[config.mk]
export PLATFORM = sky130hd
export DESIGN_NAME = evt_encoder_32to5
export DESIGN_NICKNAME = d
export VERILOG_FILES = /design/src/rtl/evt_enc_pkg.sv /design/src/rtl/rr_find_first.sv /design/src/rtl/evt_encoder_32to5.sv
export SDC_FILE = /design/constraint.sdc
export NUM_CORES = 1
export LEC_CHECK = 0
export CAP_MARGIN = 15
export CORE_MARGIN = 3
export CORE_UTILIZATION = 64
export CTS_CLUSTER_SIZE = 16
export DETAILED_ROUTE_END_ITERATION = 8
export GPL_TIMING_DRIVEN = 1
export PLACE_DENSITY = 0.84
export SLEW_MARGIN = 20
export SYNTH_ARGS = -nofsm -noshare
export SYNTH_HDL_FRONTEND = slang
export SYNTH_SLANG_ARGS = --single-unit
export TNS_END_PERCENT = 100
[constraint.sdc]
create_clock -name clk -period 13.44 [get_ports clk]
set_input_delay 3.36 -clock clk [delete_from_list [all_inputs] [get_ports clk]]
set_output_delay 3.36 -clock clk [all_outputs]
set_load 0.005 [all_outputs]
[src/rtl/evt_enc_pkg.sv]
// Shared constants, types and output-stage state encoding for the
// 32-to-5 event encoder.
package evt_enc_pkg;

  localparam int N_EVT = 32;
  localparam int IDX_W = 5;

  typedef logic [IDX_W-1:0] evt_idx_t;
  typedef logic [N_EVT-1:0] evt_vec_t;

  typedef enum logic {
    ST_EMPTY = 1'b0,
    ST_FULL  = 1'b1
  } out_state_e;

endpackage

[src/rtl/rr_find_first.sv]
// Combinational search for the first set bit of vec, starting at start and
// wrapping from the top bit back to bit 0. A start of 0 gives fixed priority.
module rr_find_first
  import evt_enc_pkg::*;
(
  input  evt_vec_t vec,
  input  evt_idx_t start,
  output evt_idx_t idx,
  output logic     found
);

  evt_vec_t w_rot;
  evt_idx_t w_low;

  // A shift by the full width yields zero, which is what start == 0 needs.
  assign w_rot = (vec >> start) | (vec << (6'd32 - {1'b0, start}));

  // Scan downward so the last hit recorded is the lowest set bit.
  always_comb begin
    w_low = {IDX_W{1'b0}};
    for (int i = N_EVT - 1; i >= 0; i--) begin
      if (w_rot[i]) begin
        w_low = IDX_W'(i);
      end else begin
        w_low = w_low;
      end
    end
  end

  assign idx   = w_low + start;
  assign found = |vec;

endmodule

[src/rtl/evt_encoder_32to5.sv]
// Collects single-cycle event strobes into a pending mask and issues them one
// index per valid/ready transfer, round-robin or lowest-index-first.
module evt_encoder_32to5
  import evt_enc_pkg::*;
#(
  parameter int N_EVT       = 32,
  parameter int IDX_W       = 5,
  parameter int ROUND_ROBIN = 1
) (
  input  logic             clk,
  input  logic             rst_n,
  input  logic [N_EVT-1:0] evt,
  input  logic             clr,
  output logic             out_valid,
  output logic [IDX_W-1:0] out_idx,
  input  logic             out_ready,
  output logic [N_EVT-1:0] pending,
  output logic             overflow
);

  localparam logic [IDX_W-1:0] IDX_ONE = {{(IDX_W-1){1'b0}}, 1'b1};
  localparam logic [N_EVT-1:0] VEC_ONE = {{(N_EVT-1){1'b0}}, 1'b1};

  out_state_e       r_state, w_state_nxt;
  logic [N_EVT-1:0] r_pending, w_pending_nxt, w_issue_mask;
  logic [IDX_W-1:0] r_out_idx, w_out_idx_nxt;
  logic [IDX_W-1:0] r_ptr, w_ptr_nxt, w_start, w_sel;
  logic             r_overflow, w_overflow_nxt;
  logic             w_found, w_load;

  assign w_start = (ROUND_ROBIN != 0) ? r_ptr : {IDX_W{1'b0}};

  rr_find_first u_find (
    .vec   (r_pending),
    .start (w_start),
    .idx   (w_sel),
    .found (w_found)
  );

  // Output-stage transitions plus pending/pointer/overflow next state.
  always_comb begin
    w_state_nxt    = r_state;
    w_out_idx_nxt  = r_out_idx;
    w_ptr_nxt      = r_ptr;
    w_load         = 1'b0;
    w_issue_mask   = {N_EVT{1'b0}};

    case (r_state)
      ST_EMPTY: begin
        if (w_found) begin
          w_load      = 1'b1;
          w_state_nxt = ST_FULL;
        end else begin
          w_state_nxt = ST_EMPTY;
        end
      end
      ST_FULL: begin
        if (out_ready) begin
          if (w_found) begin
            w_load      = 1'b1;
            w_state_nxt = ST_FULL;
          end else begin
            w_state_nxt = ST_EMPTY;
          end
        end else begin
          w_state_nxt = ST_FULL;
        end
      end
      default: begin
        w_state_nxt = ST_EMPTY;
      end
    endcase

    if (w_load) begin
      w_issue_mask  = VEC_ONE << w_sel;
      w_out_idx_nxt = w_sel;
      w_ptr_nxt     = w_sel + IDX_ONE;
    end else begin
      w_issue_mask  = {N_EVT{1'b0}};
    end

    // A new strobe on the bit being issued re-arms it rather than overflowing.
    w_pending_nxt  = (r_pending & ~w_issue_mask) | evt;
    w_overflow_nxt = r_overflow | (|(evt & r_pending & ~w_issue_mask));

    if (clr) begin
      w_pending_nxt  = {N_EVT{1'b0}};
      w_state_nxt    = ST_EMPTY;
      w_ptr_nxt      = {IDX_W{1'b0}};
      w_overflow_nxt = 1'b0;
    end else begin
      w_pending_nxt  = w_pending_nxt;
    end
  end

  // State registers.
  always_ff @(posedge clk or negedge rst_n) begin
    if (!rst_n) begin
      r_state    <= ST_EMPTY;
      r_pending  <= {N_EVT{1'b0}};
      r_out_idx  <= {IDX_W{1'b0}};
      r_ptr      <= {IDX_W{1'b0}};
      r_overflow <= 1'b0;
    end else begin
      r_state    <= w_state_nxt;
      r_pending  <= w_pending_nxt;
      r_out_idx  <= w_out_idx_nxt;
      r_ptr      <= w_ptr_nxt;
      r_overflow <= w_overflow_nxt;
    end
  end

  assign out_valid = (r_state == ST_FULL);
  assign out_idx   = r_out_idx;
  assign pending   = r_pending;
  assign overflow  = r_overflow;

endmodule
## Word level (Yosys, flattened, before mapping)

Cells that the tools add are included.

- Register bits after elaboration: 44
- Latch bits: 0
- Memory bits (writable): 0
- Memory bits (read-only): 0
- Input port bits: 36
- Output and inout bits: 39
- Word-level logic and storage cells: 65
- Memories: 0

- $add $sub $neg: 3
- Multipliers: 0
- Divide/modulo/power cells: 0
- Magnitude comparators: 0
- Equal/unequal tests: 0
- Shifts and indexed selects: 3
- Mux-type cells: 43
- Bitwise logic cells: 8
- Reductions and logical operators: 3

Operator list:

| operator | count |
|---|---|
| 5-bit two-way mux | 34 |
| 32-bit AND | 3 |
| 32-bit two-way mux | 2 |
| 32-bit OR | 2 |
| 32-bit OR reduction | 2 |
| 32-bit NOT | 1 |
| 1-bit by 5-bit << shifter with 32-bit output (first input constant) | 1 |
| 32-bit by 6-bit << shifter with 32-bit output | 1 |
| 32-bit by 5-bit right shift with 32-bit output | 1 |
| 6-bit by 5-bit subtractor with 6-bit output (first input constant) | 1 |
| 5-bit by 1-bit adder with 5-bit output (second input constant) | 1 |
| 5-bit adder | 1 |
| 1-bit two-way mux | 5 |
| 1-bit case mux with 2 select lines | 2 |
| 2-bit nonzero test | 1 |
| 1-bit NOT | 1 |
| 1-bit OR | 1 |

## Longest topological paths before layout

- Depth after elaboration: 43
- Mapped depth: 32
- Depth with buffers taken out: 24

## Modules after synthesis

Synthesis repeated with hierarchy kept, for this count alone.

- Cells, all modules: 826
- Area total of the unflattened synthesis: 6991.7 um2

By module, submodules not included:

| module | times used | cells an instance | area each (um2) | seq. area each (um2) |
|---|---|---|---|---|
| rr_find_first | 1 | 553 | 4625.7 | 0.0 |
| evt_encoder_32to5 | 1 | 273 | 2366.0 | 1101.1 |

## Worst setup path before layout

Ideal clock, no wire load.

- Path kind: reg2reg
- From: reg r_ptr[0]
- To: reg r_overflow, in the netlist overflow
- Library setup time: 0.143 ns
- Data arrival time: 6.522 ns
- Required time: 13.297 ns
- Slack: 6.775 ns
- Stages on the path, launching flop included: 30
- Path buffers: 6
- Clock period less this slack: 6.665 ns
- Cells stage by stage: dfrtp_1 -> buf_6 -> buf_6 -> clkinv_1 -> buf_1 -> ha_1 -> buf_2 -> buf_2 -> buf_1 -> mux4_2 -> nand2_1 -> nand2_1 -> a221o_1 -> a211oi_1 -> o21ai_0 -> a21boi_0 -> o31ai_1 -> a211oi_1 -> o31ai_1 -> a211oi_1 -> nor3_1 -> fa_1 -> xnor2_1 -> inv_1 -> nor4b_1 -> inv_1 -> o21a_1 -> a2111oi_2 -> o2111a_1 -> a41oi_1

- Word-level cells in the longest chain between the ends: 43
- Elaborated cells on any way between the ends: 44
- Those cells by class: add/sub (2); shift (3); mux (34); bitwise (4); reduce/logical (1)

RTL lines:

| item | line | text |
|---|---|---|
| start: declaration | evt_encoder_32to5.sv:27 | `logic [IDX_W-1:0] r_ptr, w_ptr_nxt, w_start, w_sel;` |
| start signal: assignment | evt_encoder_32to5.sv:102 | `r_ptr <= {IDX_W{1'b0}};` |
| start signal: assignment | evt_encoder_32to5.sv:108 | `r_ptr <= w_ptr_nxt;` |
| 6-bit by 5-bit subtractor with 6-bit output | rr_find_first.sv:16 | `assign w_rot = (vec >> start) \| (vec << (6'd32 - {1'b0, start}));` |
| 32-bit by 6-bit << shifter with 32-bit output | rr_find_first.sv:16 |  |
| 32-bit OR | rr_find_first.sv:16 |  |
| 5-bit two-way mux (32 in series) | rr_find_first.sv:22 | `if (w_rot[i]) begin` |
| 5-bit adder * | rr_find_first.sv:30 | `assign idx = w_low + start;` |
| 1-bit by 5-bit << shifter with 32-bit output * | evt_encoder_32to5.sv:75 | `w_issue_mask = VEC_ONE << w_sel;` |
| 32-bit two-way mux * | evt_encoder_32to5.sv:74 | `if (w_load) begin` |
| 32-bit NOT * | evt_encoder_32to5.sv:84 | `w_overflow_nxt = r_overflow \| (\|(evt & r_pending & ~w_issue_mask));` |
| 32-bit AND * | evt_encoder_32to5.sv:84 |  |
| 32-bit OR reduction * | evt_encoder_32to5.sv:84 |  |
| 1-bit OR * | evt_encoder_32to5.sv:84 |  |
| 1-bit two-way mux * | evt_encoder_32to5.sv:86 | `if (clr) begin` |
| named net w_overflow_nxt | evt_encoder_32to5.sv:28 | `logic r_overflow, w_overflow_nxt;` |
| end signal: assignment | evt_encoder_32to5.sv:109 | `r_overflow <= w_overflow_nxt;` |
| end: declaration | evt_encoder_32to5.sv:28 |  |

The timed path passes the listed nets; every way through them passes the cells marked *.
A chain may end at the register's enable or synchronous reset.

## Worst setup path after layout

Same ends and word-level chain as after synthesis.

==> out/results.ini <==
[status]
run_status = completed

[pwr]
leakage_nw = 3.04
swShare = 0.586
max-vdd-ir-drop_v = 0.000344
net-switching-power_mw = 1.51
pwr-share-clk = 0.058
p_per_area_nw_per_um2 = 312
p_comb_frac = 0.847
p_seq_frac = 0.094
internal_power_mw = 1.07

[cts]
ctsRootBufferMaster = clkbuf_16
cts_resized = 0
cts_sinks = 44
cts_hold_buf = 0
htreeDepth = 2
clk_latency_ns = 0.30
tritoncts = done
postCtsSetupBuffers = 0
numCtsBuffers = 5
clkSlewWorstSetupHoldPaths_ns = 0.07
ctsLongestPathBuffers = 2

[global_routing]
grt.total_usage = 0.505
antenna_found_initial = 1
grt_max_degree = 60
overflow = 0
grt_pass1_vias = 8369
grt_pass1_wl_mm = 49.9

[route]
post-route-drc-count = 0
dr.first_iter.drc_count = 2129
vias = 8767
viasPerCell = 8.55
ant_nets = 0
routedWlPerCell_um = 31.9
dr.pass1.iters = 9
finalWirelength_mm = 32.7

[worst_setup_path]
crit_required_ns = 13.60
cp_cell_sequence = clkinv_1 > ha_2 > mux4_2 > mux2i_1 > o21bai_1 > o211ai_1 > a311o_1 > o21ai_0 > a21boi_0 > o31ai_1 > a211oi_1 > o31ai_1 > a211oi_1 > nor3_1 > ha_1 > a21o_1 > a21oi_1 > xnor2_1 > nor2b_1 > nand2_1 > o211ai_1 > nor4bb_1 > a41oi_1
path_class = reg -> reg
critPathSlowestCell = ha_2
critPathBufInv = 1
cp_data_arrival_time_ns = 8.92
worstSetupEndpointType = flip-flop
startpoint_type = flip-flop
cp_max_fo = 46
slowest_delay_ns = 1.26
crit_family = compound AO/OA/AOI/OAI gates

[placed_design]
hpwl_mm = 22.2
portBuffers = 74
gp_congestion = 1.15

[synth]
syn-num-nets = 928
yosys_warnings = 0
seq_area_frac_synth = 0.148
synth_area_sq_um = 7450
ys_types = 82
synth_cells = 881
synth_flop_cell = dfrtp_1
synth_edf_count = 0
synth-seq-cells = 44
avgSynthCellArea_sq_um = 8.46
synthArstFlopShare = 1.00

[floorplan]
die_width_um = 114
core_area_sq_um = 11100
die-area_sq_um = 13000
start_util = 0.670
core.rowCount = 38
io_pins = 75
die_y_um = 114

[final_layout]
drive_above_1_share = 0.159
antenna_cells = 0
fin_nets = 931
final_cell_mix = nand2_1, clkdlybuf4s50_1, mux2i_1, mux4_2, a21oi_1
fin_util = 0.743
final_common_cell = nand2_1
syn2layout_area_growth_pct = 11.0

[timing]
grt_setup_unrepaired = false
max-slew-margin-rel = 0.272
worst_slew_pin_slew_ns = 1.09
drv_slew = 0
fin_crit_sh = 0.652
setup_violations = 0
fin_crit_ns = 8.77
finalSetupTns_ns = 0
fin_skew_ns = 0.0119
timing_hold_violations_final = 0
max_freq_mhz = 114

[run]
maxCapViolCount = 0

[worst_hold_path]
hold_class = reg -> reg

-- sequential cells by signal, indices dropped and copies added (netlist names) --
name	count
out_valid	1
r_ptr	5
pending	32
out_idx	5
overflow	1
-- per-stage QoR --
| step | setup WS (ns) | instance area (sq um) | cells | total power, mW | hold slack, ns |
|---|---|---|---|---|---|
| 6_report | 4.67 | 8270 | 1025 | 2.58 | 0.503 |
| 2_1_floorplan | 6.77 | 7450 | 881 | 1.69 | 0.471 |
| 3_5_place_dp | 5.00 | 8060 | 1016 | 2.24 | 0.463 |
| 4_1_cts | 4.95 | 8240 | 1024 | 2.42 | 0.496 |
| 5_1_grt | 4.32 | 8270 | 1025 | 2.66 | 0.540 |
| 3_3_place_gp | 5.29 | 8060 | 1016 | 2.20 | 0.467 |
-- final timing paths --
path | slack, ns | cells past startpoint | end | start
worst max-delay path | 4.67 | 23 | overflow | r_ptr[0]
worst min-delay path | 0.50 | 2 | out_idx[3] | out_idx[3]
worst max register to register | 4.67 | 23 | overflow | r_ptr[0]
worst min register to register | 0.50 | 2 | out_idx[3] | out_idx[3]
max in group asynchronous | 9.48 | 1 | r_ptr[0] | rst_n
min in group asynchronous | 3.22 | 1 | pending[5] | rst_n
-- worst register-to-register path, cell delays in order, from the launching register on --
cell      delay [ns]
dfrtp_4         0.78
clkinv_1        0.68
ha_2            1.26
mux4_2          0.45
mux2i_1         0.46
o21bai_1        0.19
o211ai_1        0.16
a311o_1         0.30
o21ai_0         0.21
a21boi_0        0.12
o31ai_1         0.23
a211oi_1        0.12
o31ai_1         0.23
a211oi_1        0.11
nor3_1          0.58
ha_1            0.35
a21o_1          0.15
a21oi_1         0.17
xnor2_1         0.37
nor2b_1         0.55
nand2_1         0.35
o211ai_1        0.26
nor4bb_1        0.35
a41oi_1         0.18
-- routing by layer --
layer	wire length, um	vias to the layer above	global-route usage
li1	-	3425	-
met1	10400	3947	0.620
met2	13700	1049	0.754
met3	5420	344	0.177
met4	3170	2	0.326
met5	11	-	0
-- final cells by class --
type / count / area [sq um]
Multi-Input combinational cell: 707 / 5800
Fill cell: 784 / 2860
Sequential cell: 44 / 1110
Timing Repair Buffer: 89 / 868
Tap cell: 140 / 175
Clock buffer: 6 / 139
Inverter: 37 / 139
Clock inverter: 2 / 38.8
-- logic make-up after synthesis --
logic type | count (synthesis) | synth area share
AND/OR/NAND/NOR | 266 | 0.178
AO/OA/AOI/OAI | 261 | 0.245
multiplexers | 159 | 0.321
buffers and inverters | 130 | 0.0752
flip-flops | 44 | 0.148
adder cells (fa/ha/maj) | 11 | 0.0195
XOR/XNOR | 10 | 0.0138
-- power groups by stage --
stage	logic, mW	registers [mW]	clock network [mW]
floorplan	1.51	0.179	0
global placement	1.97	0.234	0
detailed placement	2.00	0.237	0
CTS	2.03	0.235	0.148
global route	2.26	0.244	0.153
finish	2.19	0.243	0.151
-- Yosys cell counts, drive strengths merged (13+ instances only) --
cell type	instances	area (sq um)
nand3	19	95.1
nand2b	13	81.3
mux2	35	398
nor3	23	120
dfrtp	44	1100
a21oi	60	300
nor4	13	93.8
buf	37	211
nor2	52	195
clkbuf	56	210
nand2	84	315
o21ai	50	250
mux4	60	1350
mux2i	64	641
inv	35	131
No activity file was read; power rests on OpenSTA's default activity.
